**config.mk**
```make
export PLATFORM = sky130hd
export DESIGN_NAME = pc_sequencer_flat
export DESIGN_NICKNAME = d
export VERILOG_FILES = /design/src/rtl/pc_sequencer_if.sv /design/src/rtl/pc_sequencer.sv /design/src/flat_wrapper.sv
export SDC_FILE = /design/constraint.sdc
export NUM_CORES = 1
export LEC_CHECK = 0
export BUFFER_PORTS_ARGS = -buffer_cell sky130_fd_sc_hd__buf_2
export CORE_AREA = 2 2 117 119
export CTS_BUF_LIST = sky130_fd_sc_hd__clkbuf_16
export CTS_CLUSTER_DIAMETER = 30
export CTS_CLUSTER_SIZE = 24
export DETAILED_ROUTE_END_ITERATION = 16
export DIE_AREA = 0 0 119 121
export GPL_ROUTABILITY_DRIVEN = 0
export PLACE_DENSITY = 0.6
export SYNTH_ARGS = -nofsm -noshare
export SYNTH_HDL_FRONTEND = slang
export SYNTH_SLANG_ARGS = --single-unit
```
**constraint.sdc**
```tcl
create_clock -name clk -period 3 [get_ports clk]
set_input_delay 0.3 -clock clk [delete_from_list [all_inputs] [get_ports clk]]
set_output_delay 0.3 -clock clk [all_outputs]
set_load 0.1 [all_outputs]
```
**src/rtl/pc_sequencer_if.sv**
```systemverilog
// Fetch-control bundle between decode/execute/hazard control (master) and the
// PC sequencer (slave).
interface pc_sequencer_if;
  logic        stall;
  logic        br_taken;
  logic [31:0] br_target;
  logic        annul;
  logic        trap_req;
  logic [7:0]  trap_vec;
  logic [31:0] PC;
  logic [31:0] nPC;
  logic [31:0] PC4;
  logic        fetch_valid;
  logic        trap_ack;
  logic        misalign;

  modport master (
    output stall, br_taken, br_target, annul, trap_req, trap_vec,
    input  PC, nPC, PC4, fetch_valid, trap_ack, misalign
  );

  modport slave (
    input  stall, br_taken, br_target, annul, trap_req, trap_vec,
    output PC, nPC, PC4, fetch_valid, trap_ack, misalign
  );
endinterface

```
**src/rtl/pc_sequencer.sv**
```systemverilog
// PC/nPC sequencer with delayed branches, annulled delay slots, stalls and trap entry.
// Optional macro PC_ALIGN_CHECK_EN turns misaligned branch targets into trap 8'h07.
module pc_sequencer #(
  parameter logic [31:0] RESET_PC  = 32'h0000_0000,
  parameter logic [31:0] TRAP_BASE = 32'h0000_0100
) (
  input logic           clk,
  input logic           rst,
  pc_sequencer_if.slave bus
);

  typedef enum logic [1:0] {BOOT, RUN, TRAP} state_e;

  state_e      state_q, state_d;
  logic [31:0] pc_q, pc_d;
  logic [31:0] npc_q, npc_d;
  logic        fv_q, fv_d;
  logic        ack_q, ack_d;
  logic        align_fault;
  logic        take_trap;
  logic [7:0]  vec;
  logic [31:0] trap_pc;

  function automatic logic [31:0] trap_entry(input logic [7:0] v);
    return TRAP_BASE + {20'h0_0000, v, 4'b0000};
  endfunction

`ifdef PC_ALIGN_CHECK_EN
  logic mis_q, mis_d;

  // A branch that would otherwise be taken this cycle but targets a non-word address.
  assign align_fault = (state_q == RUN) && !bus.trap_req && !bus.stall &&
                       bus.br_taken && (bus.br_target[1:0] != 2'b00);
  assign mis_d       = align_fault;

  always_ff @(posedge clk) begin
    if (rst) mis_q <= 1'b0;
    else     mis_q <= mis_d;
  end

  assign bus.misalign = mis_q;
`else
  assign align_fault  = 1'b0;
  assign bus.misalign = 1'b0;
`endif

  assign take_trap = bus.trap_req || align_fault;
  assign vec       = bus.trap_req ? bus.trap_vec : 8'h07;
  assign trap_pc   = trap_entry(vec);

  always_comb begin
    state_d = state_q;
    pc_d    = pc_q;
    npc_d   = npc_q;
    fv_d    = fv_q;
    ack_d   = 1'b0;
    case (state_q)
      BOOT: begin
        state_d = RUN;
        fv_d    = 1'b1;
      end
      RUN: begin
        if (take_trap) begin
          pc_d    = trap_pc;
          npc_d   = trap_pc + 32'd4;
          fv_d    = 1'b0;
          ack_d   = 1'b1;
          state_d = TRAP;
        end else if (bus.stall) begin
          state_d = RUN;
        end else if (bus.br_taken) begin
          // Delay slot at nPC still issues unless annulled.
          pc_d  = npc_q;
          npc_d = bus.br_target & ~32'h0000_0003;
          fv_d  = !bus.annul;
        end else begin
          pc_d  = npc_q;
          npc_d = npc_q + 32'd4;
          fv_d  = 1'b1;
        end
      end
      TRAP: begin
        fv_d    = 1'b1;
        state_d = RUN;
      end
      default: state_d = BOOT;
    endcase
  end

  always_ff @(posedge clk) begin
    if (rst) begin
      state_q <= BOOT;
      pc_q    <= RESET_PC;
      npc_q   <= RESET_PC + 32'd4;
      fv_q    <= 1'b0;
      ack_q   <= 1'b0;
    end else begin
      state_q <= state_d;
      pc_q    <= pc_d;
      npc_q   <= npc_d;
      fv_q    <= fv_d;
      ack_q   <= ack_d;
    end
  end

  assign bus.PC          = pc_q;
  assign bus.nPC         = npc_q;
  assign bus.PC4         = pc_q + 32'd4;
  assign bus.fetch_valid = fv_q;
  assign bus.trap_ack    = ack_q;

endmodule
```
**src/flat_wrapper.sv**
```systemverilog
// flat-port wrapper written by rule: the top's interface ports become plain ports
module pc_sequencer_flat 
#(
  parameter logic [31:0] RESET_PC  = 32'h0000_0000,
  parameter logic [31:0] TRAP_BASE = 32'h0000_0100
)
  (clk, rst, bus_stall, bus_br_taken, bus_br_target, bus_annul, bus_trap_req, bus_trap_vec, bus_PC, bus_nPC, bus_PC4, bus_fetch_valid, bus_trap_ack, bus_misalign);
  pc_sequencer_if bus_i ();
  input logic clk;
  input logic rst;
  input wire logic [$bits(bus_i.stall)-1:0] bus_stall;
  input wire logic [$bits(bus_i.br_taken)-1:0] bus_br_taken;
  input wire logic [$bits(bus_i.br_target)-1:0] bus_br_target;
  input wire logic [$bits(bus_i.annul)-1:0] bus_annul;
  input wire logic [$bits(bus_i.trap_req)-1:0] bus_trap_req;
  input wire logic [$bits(bus_i.trap_vec)-1:0] bus_trap_vec;
  output wire logic [$bits(bus_i.PC)-1:0] bus_PC;
  output wire logic [$bits(bus_i.nPC)-1:0] bus_nPC;
  output wire logic [$bits(bus_i.PC4)-1:0] bus_PC4;
  output wire logic [$bits(bus_i.fetch_valid)-1:0] bus_fetch_valid;
  output wire logic [$bits(bus_i.trap_ack)-1:0] bus_trap_ack;
  output wire logic [$bits(bus_i.misalign)-1:0] bus_misalign;
  assign bus_i.stall = bus_stall;
  assign bus_i.br_taken = bus_br_taken;
  assign bus_i.br_target = bus_br_target;
  assign bus_i.annul = bus_annul;
  assign bus_i.trap_req = bus_trap_req;
  assign bus_i.trap_vec = bus_trap_vec;
  assign bus_PC = bus_i.PC;
  assign bus_nPC = bus_i.nPC;
  assign bus_PC4 = bus_i.PC4;
  assign bus_fetch_valid = bus_i.fetch_valid;
  assign bus_trap_ack = bus_i.trap_ack;
  assign bus_misalign = bus_i.misalign;
  pc_sequencer #(.RESET_PC(RESET_PC), .TRAP_BASE(TRAP_BASE)) u_core (.clk(clk), .rst(rst), .bus(bus_i));
endmodule
```
## After elaboration in Yosys (flattened, before gate mapping)

Index checks and enable logic that the tools add are counted.

- Output and inout bits: 99
- Bits in registers: 68
- Input port bits: 46

- Equal/unequal tests: 5
- Muxes and demuxes: 14
- Add/subtract/negate cells: 4
- Bitwise gates (word level): 1
- Reductions and logical operators: 7

Operators by type and width:

| operator | number |
|---|---|
| $mux W32 | 5 |
| $add A32 B3 Y32 const B | 3 |
| $add A9 B12 Y13 const A | 1 |
| $mux W8 | 1 |
| $ne A3 B3 Y1 const B | 2 |
| $mux W1 | 4 |
| $mux W2 | 2 |
| $pmux W2 S2 | 1 |
| $reduce_and A2 Y1 | 2 |
| $reduce_or A2 Y1 | 2 |
| $eq A2 B1 Y1 const B | 1 |
| $eq A2 B2 Y1 const B | 1 |
| $logic_not A2 Y1 | 1 |
| $ne A2 B1 Y1 const B | 1 |
| $pmux W1 S2 | 1 |
| $reduce_bool A2 Y1 | 1 |
| $logic_not A1 Y1 | 1 |
| $not A1 Y1 | 1 |

## Logic depth before layout (Yosys ltp)

- Word-level depth: 5
- Depth in mapped cells: 9
- Mapped depth without buffers: 7

## Worst setup path before layout

Ideal clock, no wire load.

- Path kind: register to output
- Start: reg u_core.pc_q[9] (netlist: u_core.bus.PC[9])
- End: out bus_PC4[29]
- Stages on the path, launching flop included: 6
- Path slack: -1061 ps
- Arrival time: 3761 ps
- Path through: dfxtp_1 clkbuf_1 nand4_1 nor4_2 nand4_1 xnor2_1

- Longest elaborated chain between the ends: 1

Ends and longest elaborated chain:

| element | line | source |
|---|---|---|
| start: declaration | pc_sequencer.sv:15 | `logic [31:0] pc_q, pc_d;` |
| start signal: assignment | pc_sequencer.sv:99 | `pc_q <= pc_d;` |
| $add A32 B3 Y32 | pc_sequencer.sv:108 | `assign bus.PC4 = pc_q + 32'd4;` |
| end: declaration | flat_wrapper.sv:19 | `output wire logic [$bits(bus_i.PC4)-1:0] bus_PC4;` |

Every way passes these cells.

## Final worst setup path

- Start: reg u_core.pc_q[2] (netlist: u_core.bus.PC[2])
- End: out bus_PC4[30]

Same word-level chain as after synthesis.

==> reports/qor.csv <==
metric,value,unit
maxCapViolations,0,
ys.flop_type,dfxtp_1,
yosysTopAreaCell,dfxtp_1,
viasPerCell,5.20,
path_clk_slew,0.05,ns
synth_cell_types,56,
drtPass1Iterations,4,
cts_hold_buf,0,
critPathArrivalTime,2.49,ns
vias,4090,
cts_tree,done,
syn_area_per_cell,8.07,sq um
endpoint,bus_PC4[30],
grt_usage,0.181,
drt_iter0_markers,233,
dr_wl_met3,732,um
initial_core_util,0.294,
slew_headroom,0.644,
fin_crit,2.79,ns
die_h,121,um
dp.cells,769,
antenna_found_initial,3,
yosysTopAreaCellShare,0.338,
powerDensity,464,mW/mm^2
final_core_util,0.407,
end_kind,primary output,
hold_path.class,primary input to flip-flop,
met1_length,5790,um
root_buffer,clkbuf_16,
synthesis.area,0.00385,sq mm
htreeDepth,3,
r2r_start,u_core.bus.nPC[2],
clock-sinks,65,
io_pins,145,
ys_ff_latch,65,
p_leak,0.00229,uW
nNetsFinal,653,
synth.area.top_cells,"dfxtp_1, xnor2_1, a22oi_1",
grt_overflow,0,
whs_path_depth,3,
worst_r2r_endpoint,u_core.bus.nPC[30],
stdcell_count,787,
cts_inserted_buffers,9,
clock_path_buffers,2,
setup_viol_count_final,0,
rsz0062_at_grt,no,
grt_max_degree,44,
detail-route-antenna-nets,0,
reg2reg_slack,0.83,ns
routed_wl,12900,um
synthArstFlopShare,0,
die_area,0.0144,sq mm
cp-start-kind,flip-flop,
grt_pass1_wl,20500,um
clk_latency,0.33,ns
area_growth,38.5,%
drive_above_1_share,0.362,
synth_edf_count,0,
post_cts_resized,0,
routedWlPerCell,16.4,um
critPathLaunch,u_core.bus.PC[2],
finalCritPeriodShare,0.930,
report.final.slew_viol_count,0,
die_w,119,um
yosysMostFrequentCell,dfxtp_1,
required,2.70,ns
dp_hpwl,9720,um
cp_common_cell,nor2_1,
grt_pass1_vias,3771,
top_layer,met4,
status,"complete, no violations",
coreArea,0.0131,sq mm
skew,0.00395,ns
crit_path_max_incr_delay,0.43,ns
hold_violations,0,
rr_worst_depth,6,
ys_seq_area_frac,0.338,
worstSetupPathType,flip-flop to primary output,
rows,42,
cts_setup_buffers,0,
ys_warn_count,0,
tightest_slew,0.532,ns
fmax,0.359,GHz
syn_inst,477,
wl_met2,6120,um
synth_common_cells,"dfxtp_1, nor2_1, nand2_1",
slowest_stage,buf_2,
crit_path_cell_trace,ha_1 > nand3_1 > nor2_1 > nand2_1 > nor2_1 > xor2_4 > buf_2,
port_buffers,139,
drc,0,
critPathMaxFanout,6,
irDropWorstVdd,196,uV
==> sequential cells by signal, summed over array words and instances (netlist names) <==
| name | count |
|---|---|
| u_core.bus.PC | 31 |
| u_core.bus.fetch_valid | 1 |
| u_core.bus.nPC | 30 |
| u_core.bus.trap_ack | 1 |
| u_core.state_q | 2 |
==> cells in the final DEF (no fill, tap or decap), drive strengths merged, types with 8 or more instances in the layout <==
cell type / n
nor2: 52
a211oi: 11
o21ai: 30
nor3: 14
dfxtp: 65
o22ai: 11
buf: 150
nand4: 18
a22oi: 33
clkbuf: 9
nor4: 9
inv: 8
xnor2: 35
nand3: 27
a21oi: 16
nand2: 36
xor2: 10
==> where the power goes <==
part | switching [uW] | leakage, uW | total [uW] | internal (uW)
Combinational | 422 | 0.00161 | 531 | 109
Clock | 373 | 0.000141 | 999 | 626
Sequential | 51.6 | 0.000535 | 945 | 894
Total | 846 | 0.00229 | 2480 | 1630
==> routing by layer <==
layer  global-route usage  vias up
li1                     -     2002
met1                0.235     1957
met2                0.288      116
met3               0.0442       15
met4               0.0707        0
met5                    0        -
==> how the worst min path moves through the flow <==
stage,from,endpoint,slack [ns]
finish,bus_br_target[21],u_core.bus.nPC[21],0.23
detailed placement,u_core.state_q[0],u_core.state_q[0],0.47
global placement,u_core.state_q[0],u_core.state_q[0],0.46
global route,bus_br_target[21],u_core.bus.nPC[21],0.25
CTS,bus_br_target[21],u_core.bus.nPC[21],0.23
floorplan,u_core.state_q[0],u_core.state_q[0],0.44
==> kinds of logic (layout without fill, tap and decap cells) <==
logic type / after synthesis / count (layout) / share of synthesized area
simple gates: 188 / 188 / 0.265
compound gates: 123 / 123 / 0.212
flops: 65 / 65 / 0.338
xor+xnor: 45 / 45 / 0.102
buf+inv: 44 / 173 / 0.0504
mux: 8 / 8 / 0.0211
fa+ha+maj: 3 / 3 / 0.00976
other cells: 1 / 6 / 0.000975
==> cell type report <==
class	instances	area (sq um)
inverter	8	30.0
clock inverter	6	51.3
antenna	3	7.51
tap	176	220
fill	1333	7760
multi-input combinational	370	2670
sequential	65	1320
timing repair buffer	150	808
clock buffer	9	225
==> metrics by stage <==
step,setup WS (ns),instance area (sq um),setup TNS [ns],power [uW],hold WS (ns)
after floorplan,-0.160,4170,-0.468,1380,0.442
after global placement,0.596,5040,0,1490,0.456
after detailed placement,0.535,5040,0,1490,0.470
after CTS,0.170,5320,0,2500,0.225
after global routing,0.0211,5320,0,2570,0.254
final,0.211,5330,0,2480,0.229
==> worst max-delay path, delay by kind of cell, from the launching register on <==
kind | cells | cell delay [ns]
XOR/XNOR | 1 | 0.15
adder cells (fa/ha/maj) | 1 | 0.20
buffers and inverters | 1 | 0.43
flip-flops | 1 | 0.37
AND/OR/NAND/NOR | 4 | 1.01
Power figures use the tool's default switching activity.
